## config.mk

```make
export PLATFORM = sky130hd
export DESIGN_NAME = alu_issue
export DESIGN_NICKNAME = d
export VERILOG_FILES = /design/src/rtl/alu_issue.sv
export SDC_FILE = /design/constraint.sdc
export NUM_CORES = 1
export LEC_CHECK = 0
export CAP_MARGIN = 10
export CORE_UTILIZATION = 30
export DETAILED_ROUTE_END_ITERATION = 7
export DONT_BUFFER_PORTS = 1
export PLACE_DENSITY = 0.44
export SYNTH_ARGS = -nofsm -noshare
export SYNTH_HDL_FRONTEND = slang
export SYNTH_SLANG_ARGS = --single-unit
```

## constraint.sdc

```tcl
create_clock -name clk -period 9.85 [get_ports clk]
set_input_delay 0.985 -clock clk [delete_from_list [all_inputs] [get_ports clk]]
set_output_delay 0.985 -clock clk [all_outputs]
set_load 0.03 [all_outputs]
```

## src/rtl/alu_issue.sv

```systemverilog
// Issue/collect front-end for the ALU: queues decoded ops, issues one at a time,
// waits for the result (or times out) and hands it to the register-file writeback port.
module alu_issue #(
    parameter int LEN_DATA     = 64,
    parameter int LEN_TYPE_ALU = 4,
    parameter int LEN_REG_ADDR = 5,
    parameter int QDEPTH       = 2,
    parameter int TIMEOUT      = 16
) (
    input  logic                      clk,
    input  logic                      rst,
    input  logic                      in_valid,
    output logic                      in_ready,
    input  logic [LEN_DATA-1:0]       in_A,
    input  logic [LEN_DATA-1:0]       in_B,
    input  logic [LEN_DATA/2-1:0]     in_Imm,
    input  logic [LEN_TYPE_ALU-1:0]   in_code,
    input  logic [LEN_REG_ADDR-1:0]   in_rd,
    output logic                      alu_en,
    output logic [LEN_DATA-1:0]       alu_A,
    output logic [LEN_DATA-1:0]       alu_B,
    output logic [LEN_DATA/2-1:0]     alu_Imm,
    output logic [LEN_TYPE_ALU-1:0]   alu_code,
    input  logic [LEN_DATA-1:0]       alu_result,
    input  logic                      alu_cout,
    input  logic                      alu_rdy,
    output logic                      wb_valid,
    input  logic                      wb_ready,
    output logic [LEN_REG_ADDR-1:0]   wb_rd,
    output logic [LEN_DATA-1:0]       wb_data,
    output logic                      wb_cout,
    output logic                      wb_err,
    output logic                      busy
);
    localparam int PW = $clog2(QDEPTH);
    localparam int CW = $clog2(QDEPTH + 1);
    localparam int TW = $clog2(TIMEOUT + 1);
    localparam int IW = LEN_DATA / 2;

    typedef enum logic [1:0] {S_IDLE, S_ISSUE, S_WAIT, S_WB} state_t;

    typedef struct packed {
        logic [LEN_DATA-1:0]     a;
        logic [LEN_DATA-1:0]     b;
        logic [IW-1:0]           imm;
        logic [LEN_TYPE_ALU-1:0] code;
        logic [LEN_REG_ADDR-1:0] rd;
    } op_t;

    op_t                     mem_q [QDEPTH];
    logic [PW-1:0]           wr_ptr_q, rd_ptr_q;
    logic [CW-1:0]           count_q;
    logic                    push, pop, full, empty, head_legal;
    op_t                     head;

    state_t                  state_q, state_d;
    logic [TW-1:0]           tcnt_q, tcnt_d;
    logic [LEN_REG_ADDR-1:0] rd_q, rd_d;
    logic [LEN_DATA-1:0]     alu_a_q, alu_a_d, alu_b_q, alu_b_d;
    logic [IW-1:0]           alu_imm_q, alu_imm_d;
    logic [LEN_TYPE_ALU-1:0] alu_code_q, alu_code_d;
    logic [LEN_DATA-1:0]     wb_data_q, wb_data_d;
    logic                    wb_cout_q, wb_cout_d, wb_err_q, wb_err_d;
    logic                    take_next;

    assign full       = (count_q == CW'(QDEPTH));
    assign empty      = (count_q == '0);
    assign in_ready   = !full;
    assign push       = in_valid && !full;
    assign head       = mem_q[rd_ptr_q];
    assign head_legal = (head.code >= LEN_TYPE_ALU'(1)) && (head.code <= LEN_TYPE_ALU'(13));

    // NOTE: queue storage has no reset; only pointers and count are cleared, which flushes it.
    always_ff @(posedge clk) begin
        if (push) mem_q[wr_ptr_q] <= {in_A, in_B, in_Imm, in_code, in_rd};
    end

    always_ff @(posedge clk or negedge rst) begin
        if (!rst) begin
            wr_ptr_q <= '0;
            rd_ptr_q <= '0;
            count_q  <= '0;
        end else begin
            if (push) wr_ptr_q <= wr_ptr_q + PW'(1);
            if (pop)  rd_ptr_q <= rd_ptr_q + PW'(1);
            if (push && !pop)      count_q <= count_q + CW'(1);
            else if (pop && !push) count_q <= count_q - CW'(1);
        end
    end

    // NOTE: every always_comb output gets a default first so no path can infer a latch.
    always_comb begin
        state_d    = state_q;
        tcnt_d     = tcnt_q;
        rd_d       = rd_q;
        alu_a_d    = alu_a_q;
        alu_b_d    = alu_b_q;
        alu_imm_d  = alu_imm_q;
        alu_code_d = alu_code_q;
        wb_data_d  = wb_data_q;
        wb_cout_d  = wb_cout_q;
        wb_err_d   = wb_err_q;
        take_next  = 1'b0;
        pop        = 1'b0;

        case (state_q)
            S_IDLE:  take_next = !empty;
            S_ISSUE: begin
                state_d = S_WAIT;
                tcnt_d  = '0;
            end
            S_WAIT: begin
                if (alu_rdy) begin
                    state_d   = S_WB;
                    wb_data_d = alu_result;
                    wb_cout_d = alu_cout;
                    wb_err_d  = 1'b0;
                end else if (tcnt_q == TW'(TIMEOUT - 1)) begin
                    state_d   = S_WB;
                    wb_data_d = '0;
                    wb_cout_d = 1'b0;
                    wb_err_d  = 1'b1;
                end else begin
                    tcnt_d = tcnt_q + TW'(1);
                end
            end
            S_WB: begin
                if (wb_ready) begin
                    state_d   = S_IDLE;
                    take_next = !empty;
                end
            end
        endcase

        // Illegal codes bypass the ALU and report an error writeback directly.
        if (take_next) begin
            pop  = 1'b1;
            rd_d = head.rd;
            if (head_legal) begin
                state_d    = S_ISSUE;
                alu_a_d    = head.a;
                alu_b_d    = head.b;
                alu_imm_d  = head.imm;
                alu_code_d = head.code;
            end else begin
                state_d   = S_WB;
                wb_data_d = '0;
                wb_cout_d = 1'b0;
                wb_err_d  = 1'b1;
            end
        end
    end

    always_ff @(posedge clk or negedge rst) begin
        if (!rst) begin
            state_q    <= S_IDLE;
            tcnt_q     <= '0;
            rd_q       <= '0;
            alu_a_q    <= '0;
            alu_b_q    <= '0;
            alu_imm_q  <= '0;
            alu_code_q <= '0;
            wb_data_q  <= '0;
            wb_cout_q  <= 1'b0;
            wb_err_q   <= 1'b0;
        end else begin
            state_q    <= state_d;
            tcnt_q     <= tcnt_d;
            rd_q       <= rd_d;
            alu_a_q    <= alu_a_d;
            alu_b_q    <= alu_b_d;
            alu_imm_q  <= alu_imm_d;
            alu_code_q <= alu_code_d;
            wb_data_q  <= wb_data_d;
            wb_cout_q  <= wb_cout_d;
            wb_err_q   <= wb_err_d;
        end
    end

    assign alu_en   = (state_q == S_ISSUE);
    assign alu_A    = alu_a_q;
    assign alu_B    = alu_b_q;
    assign alu_Imm  = alu_imm_q;
    assign alu_code = alu_code_q;
    assign wb_valid = (state_q == S_WB);
    assign wb_rd    = rd_q;
    assign wb_data  = wb_data_q;
    assign wb_cout  = wb_cout_q;
    assign wb_err   = wb_err_q;
    assign busy     = !empty || (state_q != S_IDLE);

endmodule

```

==> run_results.csv, run 1 <==
group,metric,value,unit
pwr,vdd_ir_drop_max,0.0001607,V
setup_path,critical_path_class,"flop to flop",
cells_and_area,layout.nets,1468,
pwr,power.total,9.501,mW
setup_path,r2r_setup_slack,5.59,ns
pwr,p_leak,9.670,nW
clocking,cts_hold_buf,0,
cells_and_area,insertedDiodeCount,0,
clocking,clock_latency,0.60,ns
sta,worst_pin_slew,1.176,ns
logic_synthesis,async_reset_ff_frac,0.4212,
routing,drt_iter0_drc,483,
sta,report.final.slew_viol_count,0,
routing,routed_wl,50600,um
logic_synthesis,yosysUniqueCellTypes,41,
cells_and_area,fin_cells,2227,
die,initial_utilization,0.3048,
clocking,cts.htree.levels,3,
routing,drc,0,
placed_design,post-dp-hpwl,31420,um
sta,holdWs,0.09260,ns
clocking,numClockSinks,584,
clocking,cts_inserted_buffers,69,
logic_synthesis,syn-cell-area,21940,um^2
setup_path,rr_startpoint,"state_q[1]$_DFFE_PN0P_",
cells_and_area,utilization,0.3497,
routing,vias_per_cell,4.582,
setup_path,rr_endpoint,"alu_Imm[0]$_DFFE_PN0P_",
routing,drtAntennaViolNets,0,
die,die_area,74200,um^2
flow_run,maxCapViolCount,0,
grt,grt_use_total,0.1350,
sta,worst_slack,5.585,ns
status,run_status,"completed",
clocking,cts_tree,"built",
sta,relSlewSlack,0.2161,
logic_synthesis,avgSynthCellArea,18.31,um^2
logic_synthesis,synthCells,1198,
sta,finalSetupViolCount,0,
clocking,cts_resized,0,
logic_synthesis,ys_ff_latch,584,
routing,dr.pass1.iters,4,
placed_design,routabilityCongestion,0.7445,
placed_design,dp_slack,5.344,ns
logic_synthesis,yosysWarningCount,0,
sta,fin_worst_skew,0.01775,ns
placed_design,post-place-cells,2100,
logic_synthesis,ys.flop_type,"edfxtp_1",
die,design.portCount,478,
setup_path,cp.arrival,4.74,ns
logic_synthesis,synth_edf_count,338,
sta,hold_viol,0,
sta,max_freq,234.5,MHz
grt,gr-total-overflow,0,
die,fp.dieW,272.4,um
logic_synthesis,ys_seq_area_frac,0.7433,
cells_and_area,ff_latch_area,16310,um^2
sta,rsz0062_at_grt,"false",
logic_synthesis,synth_top_area_frac,0.4627,
placed_design,place_area,22940,um^2
grt,grt_max_degree,247,
worst_hold_path,min_path_type,"input pin to asynchronous set/reset pin",
routing,wire_per_inst,22.72,um
routing,vias,10205,
sta,period_share,0.4329,
logic_synthesis,syn_nets,1445,
die,placementRows,98,
logic_synthesis,synth_top_cell_by_area,"edfxtp_1",
cells_and_area,nFillCells,6793,
setup_path,path_max_fanout,64,
die,core,71980,um^2
cells_and_area,multi_input_area,5304,um^2
clocking,postCtsSetupRepairBufs,0,
grt,antenna_found_initial,2,
setup_path,cp-start-kind,"flop",
cells_and_area,drive_gt1_frac,0.3399,
logic_synthesis,synth.area.top_cells,"edfxtp_1 46%, dfrtp_1 28%, mux2_2 12%",
clocking,clk_pin_slew,0.06,ns
grt,grt_pass1_wl,74450,um
grt,grt_pass1_vias,11249,
setup_path,rr_worst_depth,7,
pwr,power_density,377.4,nW/um^2
clocking,clockBufferDepth,3,
placed_design,port_buffers,0,
cells_and_area,final_area,25170,um^2
die,die_y,272.4,um
sta,period_needed,4.265,ns
setup_path,required,10.32,ns
setup_path,crit_path_end_kind,"flop",
sta,tns,0,ns
clocking,clockRootBuffer,"clkbuf_16",
cells_and_area,area.growth.synth_to_final,14.76,%
==> cell families (layout without fill, tap and decap cells) <==
family                     count (synthesis)  count (layout)  synth area share
DFF                                      584             584            0.7433
muxes                                    329             329            0.1817
AOI/OAI and AO/OA                        104             104           0.03371
and+or+nand+nor                           97              97           0.01842
buffers and inverters                     71             150           0.01626
adders and majority gates                  8               8          0.004563
xor gates and xnor gates                   5               5          0.001997
==> worst max path at each step <==
stage	from	to	slack (ns)	cells after the start
after floorplan	in_valid	mem_q[0][0]$_DFFE_PP_	1.05	2
after global placement	wb_ready	alu_Imm[0]$_DFFE_PN0P_	5.36	6
after detailed placement	wb_ready	alu_Imm[0]$_DFFE_PN0P_	5.34	6
after CTS	rd_ptr_q$_DFFE_PN0P_	alu_Imm[4]$_DFFE_PN0P_	5.44	7
after global routing	state_q[1]$_DFFE_PN0P_	alu_Imm[4]$_DFFE_PN0P_	5.23	7
final	state_q[1]$_DFFE_PN0P_	alu_Imm[0]$_DFFE_PN0P_	5.59	7
==> cells in the mapped netlist (3+ instances only) <==
cell type / n
nand2_1: 12
mux2_2: 242
o21ai_0: 13
mux2_4: 78
a22oi_1: 67
mux2i_1: 9
ha_1: 8
buf_6: 9
clkbuf_1: 35
dfrtp_1: 246
nor2_1: 70
xnor2_1: 3
edfxtp_1: 338
buf_2: 15
inv_1: 10
a21oi_1: 8
==> cells in the final DEF, fill, tap and decap left out, drive strengths merged, types with 3 or more instances in the layout <==
cell and instances:
a21oi 8, a22oi 67, buf 13, bufinv 3, clkbuf 105, clkinv 15, dfrtp 246, edfxtp 338
ha 8, inv 14, mux2 320, mux2i 9, nand2 12, nor2 70, o21ai 13, xnor2 3
==> worst max-delay path, cell delays in order (launching register included) <==
cell and delay (ns):
dfrtp_1 0.44, ha_1 0.39, a21oi_1 0.20, or3_1 0.54, or3_4 0.63, buf_4 0.57
buf_4 0.85, mux2_2 0.42
==> layout make-up <==
class,instances,area share
Clock buffer,105,0.07888
Clock inverter,22,0.009941
Inverter,10,0.001491
Multi-Input combinational cell,543,0.2107
Sequential cell,584,0.6479
Tap cell,950,0.04722
Timing Repair Buffer,13,0.003877
==> where the power goes <==
part	leakage, nW	internal (mW)	switching, mW
Combinational	2.47	1.07	0.939
Clock	1.08	1.48	1.00
Sequential	6.12	3.47	1.53
Total	9.67	6.03	3.47
==> state kept, by name (all words and copies together) (netlist names), 4 cells and up <==
register,flops
alu_Imm,32
wb_data,64
mem_q,338
alu_B,64
wb_rd,5
alu_A,64
tcnt_q,5
alu_code,4
==> routing by layer <==
metal  GRT usage  vias up  share of wire
met5           0        -        0.00026
met4     0.03622        2          0.016
met3     0.07555       60           0.13
met2      0.2320      400           0.50
met1      0.1410     5194           0.35
li1            -     4549              -
Note: power is estimated with default switching activity, not from simulation.
==> run 2: changes to the inputs <==
- PLACE_DENSITY: 0.44 -> 0.45
- clock period: 9.85 -> 3.78 ns (I/O delays scaled with it)
==> run 2 against run 1 <==
The flow now finishes with violations (hold timing). Sequential share of layout area decreased by 5.5 points. Critical path depth fell by 1. Non-clock buffer count is 246 higher. Die area stayed put. Clock skew is 0.010 ns higher. Global-route usage about the same. Register-to-register slack lost 4.8 ns. Clock power grew 140%. Fmax increased by 45%. Critical endpoint is now alu_B[21]$_DFFE_PN0P_.
==> run_results.csv, run 2 (synthesis results as in run 1) <==
group,metric,value,unit
status,run_status,"complete, but fails checks",
status,failed_checks,"hold timing",
routing,drtAntennaViolNets,0,
setup_path,path_max_fanout,23,
die,die_area,74200,um^2
cells_and_area,final_common_cell,"edfxtp_1",
setup_path,cp.buffers_inverters,1,
worst_hold_path,min_path_type,"input pin to asynchronous set/reset pin",
clocking,cts_resized,0,
routing,wire_per_inst,20.68,um
cells_and_area,multi_input_area,5306,um^2
sta,period_share,0.7798,
sta,holdWs,-0.5066,ns
die,die_y,272.4,um
setup_path,max_stage_delay,0.65,ns
cells_and_area,layout.nets,1711,
cells_and_area,mostFrequentLayoutCells,"338 x edfxtp_1, 245 x dfrtp_1, 242 x mux2_2, 234 x dlygate4sd3_1, 78 x mux2_4",
clocking,cts_inserted_buffers,66,
setup_path,slowest_stage,"or3_4",
cells_and_area,largest_reg_flops,338,
routing,routed_wl,51140,um
sta,relSlewSlack,0.2166,
pwr,power.total,24.68,mW
cells_and_area,largest_register,"mem_q",
setup_path,required,4.24,ns
grt,grt_use_total,0.1352,
cells_and_area,area.growth.synth_to_final,25.41,%
pwr,p_leak,10.64,nW
setup_path,cp_cell_sequence,"ha_1 -> a21oi_1 -> or3_1 -> or3_4 -> buf_4 -> mux2_4",
grt,grt_pass1_wl,75690,um
placed_design,routabilityCongestion,0.7413,
pwr,power_density,897.1,nW/um^2
die,fp.dieW,272.4,um
sta,hold_viol,246,
clocking,cts_tree,"built",
die,core,71980,um^2
clocking,clockBufferDepth,3,
clocking,clk_pin_slew,0.06,ns
cells_and_area,ff_latch_area,16310,um^2
setup_path,crit_path_end_kind,"flop",
routing,drc,0,
grt,antenna_found_initial,11,
die,design.portCount,478,
clocking,cts_hold_buf,234,
sta,tns,0,ns
grt,grt_pass1_vias,12170,
clocking,clockRootBuffer,"clkbuf_16",
setup_path,cp.arrival,3.40,ns
clocking,cts.htree.levels,3,
sta,max_freq,339.3,MHz
clocking,postCtsSetupRepairBufs,0,
die,placementRows,98,
setup_path,critical_path_class,"flop to flop",
placed_design,post-dp-hpwl,31920,um
sta,finalSetupViolCount,0,
cells_and_area,nFillCells,6655,
sta,period_needed,2.947,ns
sta,report.final.slew_viol_count,0,
placed_design,port_buffers,0,
cells_and_area,drive_gt1_frac,0.2911,
routing,vias_per_cell,4.537,
sta,fin_worst_skew,0.02781,ns
grt,grt_max_degree,247,
pwr,vdd_ir_drop_max,0.0004865,V
routing,vias,11219,
sta,worst_pin_slew,1.175,ns
setup_path,cp-start-kind,"flop",
setup_path,cp_top_family,"simple AND/OR/NAND/NOR gates",
routing,drt_iter0_drc,409,
die,initial_utilization,0.3048,
sta,rsz0062_at_grt,"false",
clocking,numClockSinks,584,
flow_run,maxCapViolCount,0,
grt,gr-total-overflow,0,
clocking,clock_latency,0.60,ns
routing,dr.pass1.iters,4,
run 2: cell count changes in the layout (fill, tap and decap cells not counted), moves of 2 or more:
cell and change:
dlygate4sd3_1 +234, clkbuf_16 -6, diode_2 +8, clkinv_1 -3
clkbuf_8 +2, buf_4 +4, bufinv_16 -2, buf_12 +8
run 2: final timing paths:
kind / from / endpoint / slack, ns / cells past startpoint
min in group clk: in_valid / wr_ptr_q$_DFFE_PN0N_ / 0.05 / 2
max in group asynchronous: rst / alu_B[22]$_DFFE_PN0P_ / 3.90 / 0
min: rst / wb_data[19]$_DFF_PN0_ / -0.51 / 0
min reg2reg: tcnt_q[4]$_DFFE_PN0P_ / tcnt_q[4]$_DFFE_PN0P_ / 0.51 / 1
max: state_q[1]$_DFFE_PN0P_ / alu_B[21]$_DFFE_PN0P_ / 0.83 / 6
max reg2reg: state_q[1]$_DFFE_PN0P_ / alu_B[21]$_DFFE_PN0P_ / 0.83 / 6
run 2: worst register-to-register path: cells and delay by family, from the launching register on:
family	cells	cell delay, ns
compound gates	1	0.11
fa+ha+maj	1	0.49
buf+inv	1	0.39
simple gates	2	1.04
flops	1	0.42
mux	1	0.36
run 2: report_power, final:
group | leakage (nW) | switching (mW) | internal [mW]
clock | 0.982 | 2.50 | 3.48
sequential | 6.12 | 3.89 | 9.04
combinational | 3.54 | 2.67 | 3.09
run 2: cell type report:
class,count,area share
Clock buffer,102,0.06786
Antenna cell,8,0.0007277
Timing Repair Buffer,259,0.09561
Multi-Input combinational cell,543,0.1929
Clock inverter,17,0.005458
Inverter,10,0.001365
Sequential cell,584,0.5929
Tap cell,950,0.04321
run 2: per-layer routing:
layer	up-vias	global-route usage	wire length (um)
li1	5057	-	-
met1	5642	0.1477	19210
met2	419	0.2314	25380
met3	93	0.05871	4848
met4	8	0.05027	1641
met5	-	0	57
run 2: stage by stage:
stage,instances,util,setup WS [ns],hold WS (ns),cell area (um^2)
floorplan,1198,-,0.02667,0.08241,21950
global placement,2112,0.3214,0.8456,0.08852,23130
detailed placement,2112,0.3214,0.8344,0.08864,23130
CTS,2465,0.3819,0.8070,-0.5606,27490
global route,2473,0.3822,0.7082,-0.5635,27510
finish,2473,0.3822,0.8325,-0.5066,27510
